File: src/rtl/joy_pkg.sv
`default_nettype none
// +--------------------------------------------------------------------------+
// | joy_pkg : defaults, button bit positions and frame helpers for the reader |
// | Rev 1.0                                                                   |
// +--------------------------------------------------------------------------+
package joy_pkg;

    localparam int DEF_NUM_PLAYERS     = 2;
    localparam int DEF_BITS_PER_PLAYER = 12;
    localparam int DEF_CLK_DIV         = 32;
    localparam int DEF_LEAD_BITS       = 2;
    localparam int DEF_DEBOUNCE_FRAMES = 2;

    // Bit positions inside one player's field (default 12-bit layout); bit 6 is unused.
    localparam int JOY_UP    = 0;
    localparam int JOY_DOWN  = 1;
    localparam int JOY_LEFT  = 2;
    localparam int JOY_RIGHT = 3;
    localparam int JOY_FIRE1 = 4;
    localparam int JOY_FIRE2 = 5;
    localparam int JOY_FIRE3 = 7;
    localparam int JOY_START = 8;
    localparam int JOY_COIN  = 9;
    localparam int JOY_EXTRA = 10;
    localparam int JOY_RESET = 11;

    typedef enum logic [1:0] {
        PH_LOAD = 2'd0,
        PH_LEAD = 2'd1,
        PH_DATA = 2'd2
    } slot_phase_e;

    function automatic int frame_len(input int lead_bits, input int num_players,
                                     input int bits_per_player);
        return lead_bits + num_players * bits_per_player;
    endfunction

endpackage
`default_nettype wire

File: src/rtl/joy_clkdiv.sv
`default_nettype none
// +--------------------------------------------------------------------------+
// | joy_clkdiv : shifter clock divider with sample and slot-end ticks         |
// | Rev 1.0                                                                   |
// +--------------------------------------------------------------------------+
module joy_clkdiv #(
    parameter int CLK_DIV = 32
) (
    input  logic pclk_i,
    input  logic reset_i,
    output logic joy_clk_o,
    output logic sample_tick_o,
    output logic slot_tick_o
);

    localparam int DIV_W = $clog2(CLK_DIV);
    localparam logic [DIV_W-1:0] c_DIV_LAST = DIV_W'(CLK_DIV - 1);
    localparam logic [DIV_W-1:0] c_DIV_HALF = DIV_W'(CLK_DIV / 2);
    localparam logic [DIV_W-1:0] c_DIV_SMPL = DIV_W'(CLK_DIV / 2 - 1);

    logic [DIV_W-1:0] div_q;
    logic [DIV_W-1:0] div_d;
    logic             joy_clk_q;

    always_comb begin
        div_d = (div_q == c_DIV_LAST) ? '0 : div_q + DIV_W'(1);
    end

    // joy_clk is derived from the next divider value so it tracks div_q exactly.
    always_ff @(posedge pclk_i or posedge reset_i) begin
        if (reset_i) begin
            div_q     <= '0;
            joy_clk_q <= 1'b0;
        end else begin
            div_q     <= div_d;
            joy_clk_q <= (div_d >= c_DIV_HALF);
        end
    end

    assign joy_clk_o     = joy_clk_q;
    assign sample_tick_o = (div_q == c_DIV_SMPL);
    assign slot_tick_o   = (div_q == c_DIV_LAST);

endmodule
`default_nettype wire

File: src/rtl/joy_serial_reader.sv
`default_nettype none
// +--------------------------------------------------------------------------+
// | joy_serial_reader : 74HC165 chain reader with whole-frame debounce        |
// | Rev 1.0                                                                   |
// +--------------------------------------------------------------------------+
module joy_serial_reader
    import joy_pkg::*;
#(
    parameter int NUM_PLAYERS     = DEF_NUM_PLAYERS,
    parameter int BITS_PER_PLAYER = DEF_BITS_PER_PLAYER,
    parameter int CLK_DIV         = DEF_CLK_DIV,
    parameter int LEAD_BITS       = DEF_LEAD_BITS,
    parameter int DEBOUNCE_FRAMES = DEF_DEBOUNCE_FRAMES
) (
    input  logic                                   pclk,
    input  logic                                   reset,
    input  logic                                   joy_data,
    output logic                                   joy_clk,
    output logic                                   joy_load,
    output logic [NUM_PLAYERS*BITS_PER_PLAYER-1:0] joy_state,
    output logic                                   frame_done,
    output logic                                   changed
);

    localparam int NB        = NUM_PLAYERS * BITS_PER_PLAYER;
    localparam int FRAME_LEN = frame_len(LEAD_BITS, NUM_PLAYERS, BITS_PER_PLAYER);
    localparam int SLOT_W    = $clog2(FRAME_LEN);

    localparam logic [SLOT_W-1:0] c_SLOT_LAST  = SLOT_W'(FRAME_LEN - 1);
    localparam logic [SLOT_W-1:0] c_LEAD       = SLOT_W'(LEAD_BITS);
    localparam logic [3:0]        c_STABLE_MAX = 4'(DEBOUNCE_FRAMES - 1);

    if (CLK_DIV < 4 || (CLK_DIV % 2) != 0) begin : g_bad_clk_div
        $error("joy_serial_reader: CLK_DIV must be even and at least 4");
    end
    if (LEAD_BITS < 1) begin : g_bad_lead_bits
        $error("joy_serial_reader: LEAD_BITS must be at least 1");
    end
    if (DEBOUNCE_FRAMES < 1 || DEBOUNCE_FRAMES > 15) begin : g_bad_debounce
        $error("joy_serial_reader: DEBOUNCE_FRAMES must be in 1..15");
    end
    if (NUM_PLAYERS < 1 || BITS_PER_PLAYER < 1) begin : g_bad_layout
        $error("joy_serial_reader: NUM_PLAYERS and BITS_PER_PLAYER must be at least 1");
    end

    logic              w_sample_tick;
    logic              w_slot_tick;

    joy_clkdiv #(
        .CLK_DIV (CLK_DIV)
    ) u_clkdiv (
        .pclk_i        (pclk),
        .reset_i       (reset),
        .joy_clk_o     (joy_clk),
        .sample_tick_o (w_sample_tick),
        .slot_tick_o   (w_slot_tick)
    );

    logic [1:0]        sync_q;
    logic [SLOT_W-1:0] slot_q;
    logic [SLOT_W-1:0] slot_d;
    logic              load_q;
    logic [NB-1:0]     raw_q;
    logic [NB-1:0]     raw_d;
    logic [NB-1:0]     last_raw_q;
    logic [NB-1:0]     last_raw_d;
    logic [3:0]        stable_q;
    logic [3:0]        stable_d;
    logic [NB-1:0]     state_q;
    logic [NB-1:0]     state_d;
    logic              frame_done_q;
    logic              changed_q;

    slot_phase_e       w_phase;
    logic              w_capture;
    logic              w_eof;
    logic              w_publish;

    always_comb begin
        if (slot_q == '0) begin
            w_phase = PH_LOAD;
        end else if (slot_q < c_LEAD) begin
            w_phase = PH_LEAD;
        end else begin
            w_phase = PH_DATA;
        end
    end

    assign w_capture = w_sample_tick && (w_phase == PH_DATA);
    assign w_eof     = w_sample_tick && (slot_q == c_SLOT_LAST);

    always_comb begin
        slot_d = slot_q;
        if (w_slot_tick) begin
            slot_d = (slot_q == c_SLOT_LAST) ? '0 : slot_q + SLOT_W'(1);
        end
    end

    // Shifting MSB-first leaves data slot k at raw[NB-1-k] once the frame is complete.
    always_comb begin
        raw_d      = raw_q;
        last_raw_d = last_raw_q;
        stable_d   = stable_q;
        state_d    = state_q;
        w_publish  = 1'b0;
        if (w_capture) begin
            raw_d = NB'({raw_q, sync_q[1]});
        end
        if (w_eof) begin
            if (raw_d == last_raw_q) begin
                stable_d = (stable_q == c_STABLE_MAX) ? stable_q : stable_q + 4'd1;
            end else begin
                stable_d = '0;
            end
            last_raw_d = raw_d;
            if (stable_d == c_STABLE_MAX) begin
                w_publish = 1'b1;
                state_d   = raw_d;
            end
        end
    end

    always_ff @(posedge pclk or posedge reset) begin
        if (reset) begin
            sync_q       <= 2'b11;
            slot_q       <= '0;
            load_q       <= 1'b1;
            raw_q        <= '1;
            last_raw_q   <= '1;
            stable_q     <= '0;
            state_q      <= '1;
            frame_done_q <= 1'b0;
            changed_q    <= 1'b0;
        end else begin
            sync_q       <= {sync_q[0], joy_data};
            slot_q       <= slot_d;
            load_q       <= (slot_d != '0);
            raw_q        <= raw_d;
            last_raw_q   <= last_raw_d;
            stable_q     <= stable_d;
            state_q      <= state_d;
            frame_done_q <= w_eof;
            changed_q    <= w_publish && (raw_d != state_q);
        end
    end

    assign joy_load   = load_q;
    assign joy_state  = state_q;
    assign frame_done = frame_done_q;
    assign changed    = changed_q;

endmodule
`default_nettype wire

File: config.mk
export PLATFORM = sky130hd
export DESIGN_NAME = joy_serial_reader
export DESIGN_NICKNAME = d
export VERILOG_FILES = /design/src/rtl/joy_pkg.sv /design/src/rtl/joy_clkdiv.sv /design/src/rtl/joy_serial_reader.sv
export SDC_FILE = /design/constraint.sdc
export NUM_CORES = 1
export LEC_CHECK = 0
export ABC_CLOCK_PERIOD_IN_PS = 4100
export BUFFER_PORTS_ARGS = -buffer_cell sky130_fd_sc_hd__buf_2
export CAP_MARGIN = 10
export CORE_ASPECT_RATIO = 0.8
export CORE_MARGIN = 3
export CORE_UTILIZATION = 50
export CTS_BUF_LIST = sky130_fd_sc_hd__clkbuf_16
export DETAILED_ROUTE_END_ITERATION = 7
export GPL_ROUTABILITY_DRIVEN = 0
export PLACE_DENSITY = 0.67
export SYNTH_ARGS = -nofsm -noshare
export SYNTH_HDL_FRONTEND = slang
export SYNTH_SLANG_ARGS = --single-unit
File: constraint.sdc
create_clock -name pclk -period 4.1 [get_ports pclk]
set_input_delay 0 -clock pclk [delete_from_list [all_inputs] [get_ports pclk]]
set_output_delay 0 -clock pclk [all_outputs]
set_load 0.01 [all_outputs]
== Word level (Yosys, flattened, before mapping) ==
Cells that the tools add are included.

* Logic and storage cells: 41
* Output and inout bits: 28
* Input bits: 3
* Bits in registers: 92

* Multiplexer cells: 11
* Reduce and logical (&&, ||, !) cells: 6
* Add/sub/neg operators: 3
* Magnitude comparators: 2
* Equality and inequality tests: 8

{| class="wikitable"
|+ Operators by type and width
! cell !! number
|-
| $eq 24x24->1 || 1
|-
| $mux 24 || 1
|-
| $ne 24x24->1 || 1
|-
| $mux 5 || 3
|-
| $mux 4 || 3
|-
| $add 5x1->5 const B || 2
|-
| $eq 5x5->1 const B || 2
|-
| $eq 4x1->1 const B || 2
|-
| $eq 5x4->1 const B || 1
|-
| $ge 5x5->1 const B || 1
|-
| $logic_not 5->1 || 1
|-
| $lt 5x2->1 const B || 1
|-
| $reduce_bool 5->1 || 1
|-
| $add 4x1->4 const B || 1
|-
| $mux 2 || 2
|-
| $logic_and 1x1->1 || 3
|-
| $eq 2x2->1 const B || 1
|-
| $mux 1 || 2
|-
| $reduce_and 2->1 || 1
|}

== Logic depth before layout (Yosys ltp) ==
* Word-level depth: 13
* Mapped depth: 13
* Mapped depth without buffers: 10

== By module ==
Synthesis repeated with hierarchy kept, for this count alone.

* Cell total of the unflattened synthesis: 540
* Area, all modules: 5325.1 um^2

{| class="wikitable"
|+ Modules (own cells, without submodules)
! module !! sequential area each (um^2) !! instances !! area an instance (um^2) !! cells each
|-
| joy_serial_reader || 2245.9 || 1 || 5079.9 || 520
|-
| joy_clkdiv || 125.1 || 1 || 245.2 || 20
|}

== Least setup slack after synthesis ==
No wires, ideal clock.

* Path type: register to register
* Start: register u_clkdiv.div_q[0]
* End: register state_q[10] (netlist: joy_state[10])
* Arrival: 3386 ps
* Cell stages (with the launch flop): 13
* Path slack: 631 ps
* Required time: 4018 ps
* Buffers on the path: 3
* Clock period less this slack: 3469 ps
* Setup time: 82 ps
* Cell sequence: dfrtp_1 > ha_1 > and3_1 > ha_1 > buf_6 > nand3_1 > a21oi_1 > or4_1 > or4_1 > buf_6 > nor4_4 > buf_8 > mux2_4

* Longest elaborated chain between the ends: 8
* Elaborated cells between the ends (all ways): 9
* Those cells by class: eq/ne (3); mux (3); reduce/logical (3)

{| class="wikitable"
|+ Ends and longest elaborated chain
! what !! line !! text
|-
| from (decl) || joy_clkdiv.sv:21 || <nowiki>logic [DIV_W-1:0] div_q;</nowiki>
|-
| from (signal assigned) || joy_clkdiv.sv:35 || <nowiki>div_q <= div_d;</nowiki>
|-
| $eq 5x4->1 * || joy_clkdiv.sv:41 || <nowiki>assign sample_tick_o = (div_q == c_DIV_SMPL);</nowiki>
|-
| $logic_and 1x1->1 || joy_serial_reader.sv:89 || <nowiki>assign w_capture = w_sample_tick && (w_phase == PH_DATA);</nowiki>
|-
| $mux 24 || joy_serial_reader.sv:106 || <nowiki>if (w_capture) begin</nowiki>
|-
| $eq 24x24->1 || joy_serial_reader.sv:110 || <nowiki>if (raw_d == last_raw_q) begin</nowiki>
|-
| $mux 4 || joy_serial_reader.sv:110 ||
|-
| $mux 4 || joy_serial_reader.sv:109 || <nowiki>if (w_eof) begin</nowiki>
|-
| $eq 4x1->1 || joy_serial_reader.sv:116 || <nowiki>if (stable_d == c_STABLE_MAX) begin</nowiki>
|-
| $reduce_and 2->1 (no source line) || - ||
|-
| to (signal assigned) || joy_serial_reader.sv:141 || <nowiki>state_q <= state_d;</nowiki>
|-
| to (decl) || joy_serial_reader.sv:69 || <nowiki>logic [NB-1:0] state_q;</nowiki>
|}

Every way passes the cells marked *; elsewhere a longest branch is shown, timed or not. The select of a mux whose other input is x is not followed.
A chain may end at the register's enable or synchronous reset.

== Worst setup path in the final report ==
* Start: register u_clkdiv.div_q[0]
* End: register state_q[20] (netlist: joy_state[20])

The elaborated chain is that of the path after synthesis.

==> run_results.csv <==
group,metric,value,unit
run_status,outcome,"completed",
floorplan,core_area,10490,sq um
layout,diodes,0,
logic_synthesis,ys_top_cells_by_count,"76 x nand2_1, 75 x dfstp_2, 48 x xnor2_1, 45 x inv_1, 24 x o21ai_0",
run,cap_viol_max_count,0,
logic_synthesis,synth_area_leaders,"dfstp_2 36%, xnor2_1 7.6%, dfrtp_1 7.2%",
setup_path,rr_endpoint,"joy_state[20]",
detailed_routing,drt-initial-drc-count,456,
setup_path,cp_max_fo,24,
setup_path,reg2regPathDepth,11,
detailed_routing,drc,0,
logic_synthesis,synth_cells,556,
logic_synthesis,ys_types,62,
setup_path,critical_path_class,"reg2reg",
global_route,grt_pass1_vias,4274,
logic_synthesis,synthAdderAreaFrac,1.812,%
global_route,track_usage,24.24,%
logic_synthesis,synthArstFlopShare,100.0,%
cts,clockBufferDepth,2,
timing,fin_crit,3.803,ns
setup_path,slowest_stage,"or4_1",
logic_synthesis,ys.flop_type,"dfstp_2",
pwr,p_per_area,292.6,nW/um^2
setup_path,ff2ff_setup_slack,0.30,ns
detailed_routing,wirelength,14230,um
logic_synthesis,synth-xor-area-share,9.513,%
timing,grt_setup_unrepaired,"false",
logic_synthesis,yosys_warnings,0,
logic_synthesis,yosysTopAreaCell,"dfstp_2",
logic_synthesis,ys_ff_latch,91,
timing,setup_viol,0,
setup_path,worstReg2RegStart,"u_clkdiv.div_q[0]",
cts,ctsRootBufferMaster,"clkbuf_16",
setup_path,cp.required,4.38,ns
logic_synthesis,syn-cell-area,5524,sq um
setup_path,crit_chain,"ha_1 > and3_1 > ha_1 > buf_4 > nand3_2 > a21oi_1 > or4_1 > or4_1 > nor4_4 > buf_12 > mux2_2",
pwr,ir_worst_vdd,0.2058,mV
logic_synthesis,synthSimpleGateAreaFrac,15.45,%
setup_path,arrival,4.08,ns
detailed_routing,ant_nets,0,
detailed_routing,via_count,4300,
setup_path,setup.worst_path.start_class,"register",
pwr,leakage,2.582,nW
floorplan,num_io_pins,31,
floorplan,fp.dieW,123.5,um
min_path,holdPathEnd,"sync_q[0]",
global_route,grt_pass1_wl,23140,um
timing,tightest_slew,0.8945,ns
cts,post_cts_resized,0,
timing,max_slew_margin,40.30,%
cts,insertion_delay,0.35,ns
logic_synthesis,synthMuxAreaShare,9.151,%
logic_synthesis,synth_edf_count,0,
cts,clkTransAtPathRegs,0.06,ns
timing,hold_viol,0,
min_path,hp-class,"in2reg",
cts,cts_tree,"done",
logic_synthesis,synth-compound-area-share,13.61,%
cts,cts_made_buffers,9,
logic_synthesis,synth-seq-area-share,42.92,%
min_path,min_path_cells,2,
cts,htreeDepth,3,
detailed_routing,dr.pass1.iters,6,
layout,drive_gt1_share,29.39,%
cts,cts_num_sinks,91,
floorplan,die_h,100.0,um
setup_path,cp_slowest_stage_delay,0.73,ns
floorplan,start_util,52.67,%
setup_path,critical_path.endpoint_type,"register",
logic_synthesis,syn_nets,567,
global_route,antenna_found_initial,0,
logic_synthesis,syn_avg_cell_area,9.935,sq um
timing,drv_slew,0,
timing,tns,0,ns
detailed_routing,wl_per_cell,19.90,um
timing,period_share,92.75,%
timing,max_freq,263.0,MHz
floorplan,die_area,12350,sq um
placed_design,io_buffers,30,
global_route,grt-ovfl-total,0,
layout,fin_nets,581,
timing,skew,0.008297,ns
global_route,grt_start_max_net_pins,54,
logic_synthesis,yosys.cell_count.top_type,"nand2_1",
detailed_routing,viasPerCell,6.014,
layout,final_core_util,57.10,%
layout,area_growth,8.403,%
floorplan,row_count,33,
placed_design,dpl.hpwl,10110,um
logic_synthesis,synth_top_family_by_area,"simple AND/OR/NAND/NOR gates",
logic_synthesis,synth_top_cell_area_share,35.67,%
min_path,holdCritStartpoint,"joy_data",
## logic make-up after synthesis
| kind of cell | after synthesis |
|---|---|
| simple gates | 167 |
| compound gates | 108 |
| flops | 91 |
| buf+inv | 82 |
| xor+xnor | 60 |
| mux | 40 |
| fa+ha+maj | 8 |
## power breakdown
group | total, mW | leakage (nW) | switching (mW) | internal, mW
combinational | 0.0216 | 1.45 | 0.0182 | 0.00339
sequential | 0.904 | 0.983 | 0.000498 | 0.903
clock | 0.827 | 0.147 | 0.355 | 0.471
total | 1.75 | 2.58 | 0.374 | 1.38
## routing by layer
metal	global-route usage [%]	wire, um	vias up
met3	5.127	1237	38
met5	0	0	-
met2	35.59	6212	208
met4	7.830	350	0
met1	35.77	6425	2093
li1	-	-	1961
## placed cells by master, fill, tap and decap left out, types with 4 or more instances in the layout
| master | netlist | final |
|---|---|---|
| a21o_1 | 5 | 5 |
| a21oi_1 | 16 | 16 |
| a221oi_1 | 5 | 5 |
| a22oi_1 | 4 | 4 |
| a31oi_1 | 5 | 5 |
| a41oi_1 | 4 | 4 |
| buf_2 | 3 | 30 |
| buf_4 | 1 | 7 |
| clkbuf_16 | 0 | 9 |
| dfrtp_1 | 16 | 16 |
| dfstp_2 | 75 | 75 |
| ha_1 | 8 | 8 |
| inv_1 | 45 | 45 |
| mux2_2 | 8 | 8 |
| mux2_4 | 19 | 19 |
| mux2i_1 | 13 | 13 |
| nand2_1 | 76 | 76 |
| nand2b_1 | 7 | 7 |
| nand3_1 | 18 | 18 |
| nand4_1 | 6 | 6 |
| nor2_1 | 9 | 9 |
| nor2b_1 | 10 | 10 |
| nor3_1 | 10 | 10 |
| nor4_1 | 8 | 8 |
| o21ai_0 | 24 | 24 |
| o22ai_1 | 13 | 13 |
| or4_1 | 5 | 5 |
| xnor2_1 | 48 | 48 |
| xor2_1 | 12 | 12 |
## worst max-delay path, delay by kind of cell (launching register included)
| kind | cells | cell delay [ns] |
|---|---|---|
| muxes | 1 | 0.36 |
| AOI/OAI and AO/OA | 1 | 0.06 |
| adders and majority gates | 2 | 0.52 |
| buffers and inverters | 2 | 0.49 |
| DFF | 1 | 0.39 |
| and+or+nand+nor | 5 | 1.91 |
## worst max path at each step
stage / from / endpoint
global route: u_clkdiv.div_q[0] / joy_state[21]
detailed placement: u_clkdiv.div_q[0] / joy_state[21]
global placement: u_clkdiv.div_q[0] / joy_state[20]
floorplan: u_clkdiv.div_q[0] / joy_state[10]
finish: u_clkdiv.div_q[0] / joy_state[20]
CTS: u_clkdiv.div_q[0] / joy_state[21]
## layout make-up
cell class / count / area, sq um
fillers: 914 / 4499
well taps: 140 / 175.2
flip-flops and latches: 91 / 2371
repair buffers: 40 / 242.7
inverters: 45 / 170.2
multi-input cells: 383 / 2736
clock inverters: 7 / 67.56
clock buffers: 9 / 225.2
## repair_timing
action                    CTS  global route
hold endpoints to repair   16             0
buffers inserted            0             0
hold buffers                2             0
## sequential cells by signal, indices dropped and copies added, names as in the netlist
signal          flops
joy_load            1
joy_state          24
last_raw_q         24
sync_q              2
raw_q              24
frame_done          1
stable_q            4
u_clkdiv.div_q      5
slot_q              5
changed             1
## stage by stage
| stage | cell area [sq um] | hold slack (ns) | instances | total power [mW] | worst slack, ns |
|---|---|---|---|---|---|
| 2_1_floorplan | 5524 | 0.004478 | 556 | 0.9308 | 0.6315 |
| 3_3_place_gp | 5675 | 0.1054 | 697 | 0.9384 | 0.4204 |
| 3_5_place_dp | 5675 | 0.1120 | 697 | 0.9391 | 0.3252 |
| 4_1_cts | 5988 | 0.3140 | 715 | 1.766 | 0.3030 |
| 5_1_grt | 5988 | 0.3032 | 715 | 1.804 | 0.1470 |
| 6_report | 5988 | 0.3001 | 715 | 1.752 | 0.2971 |
Power figures use the tool's default switching activity.
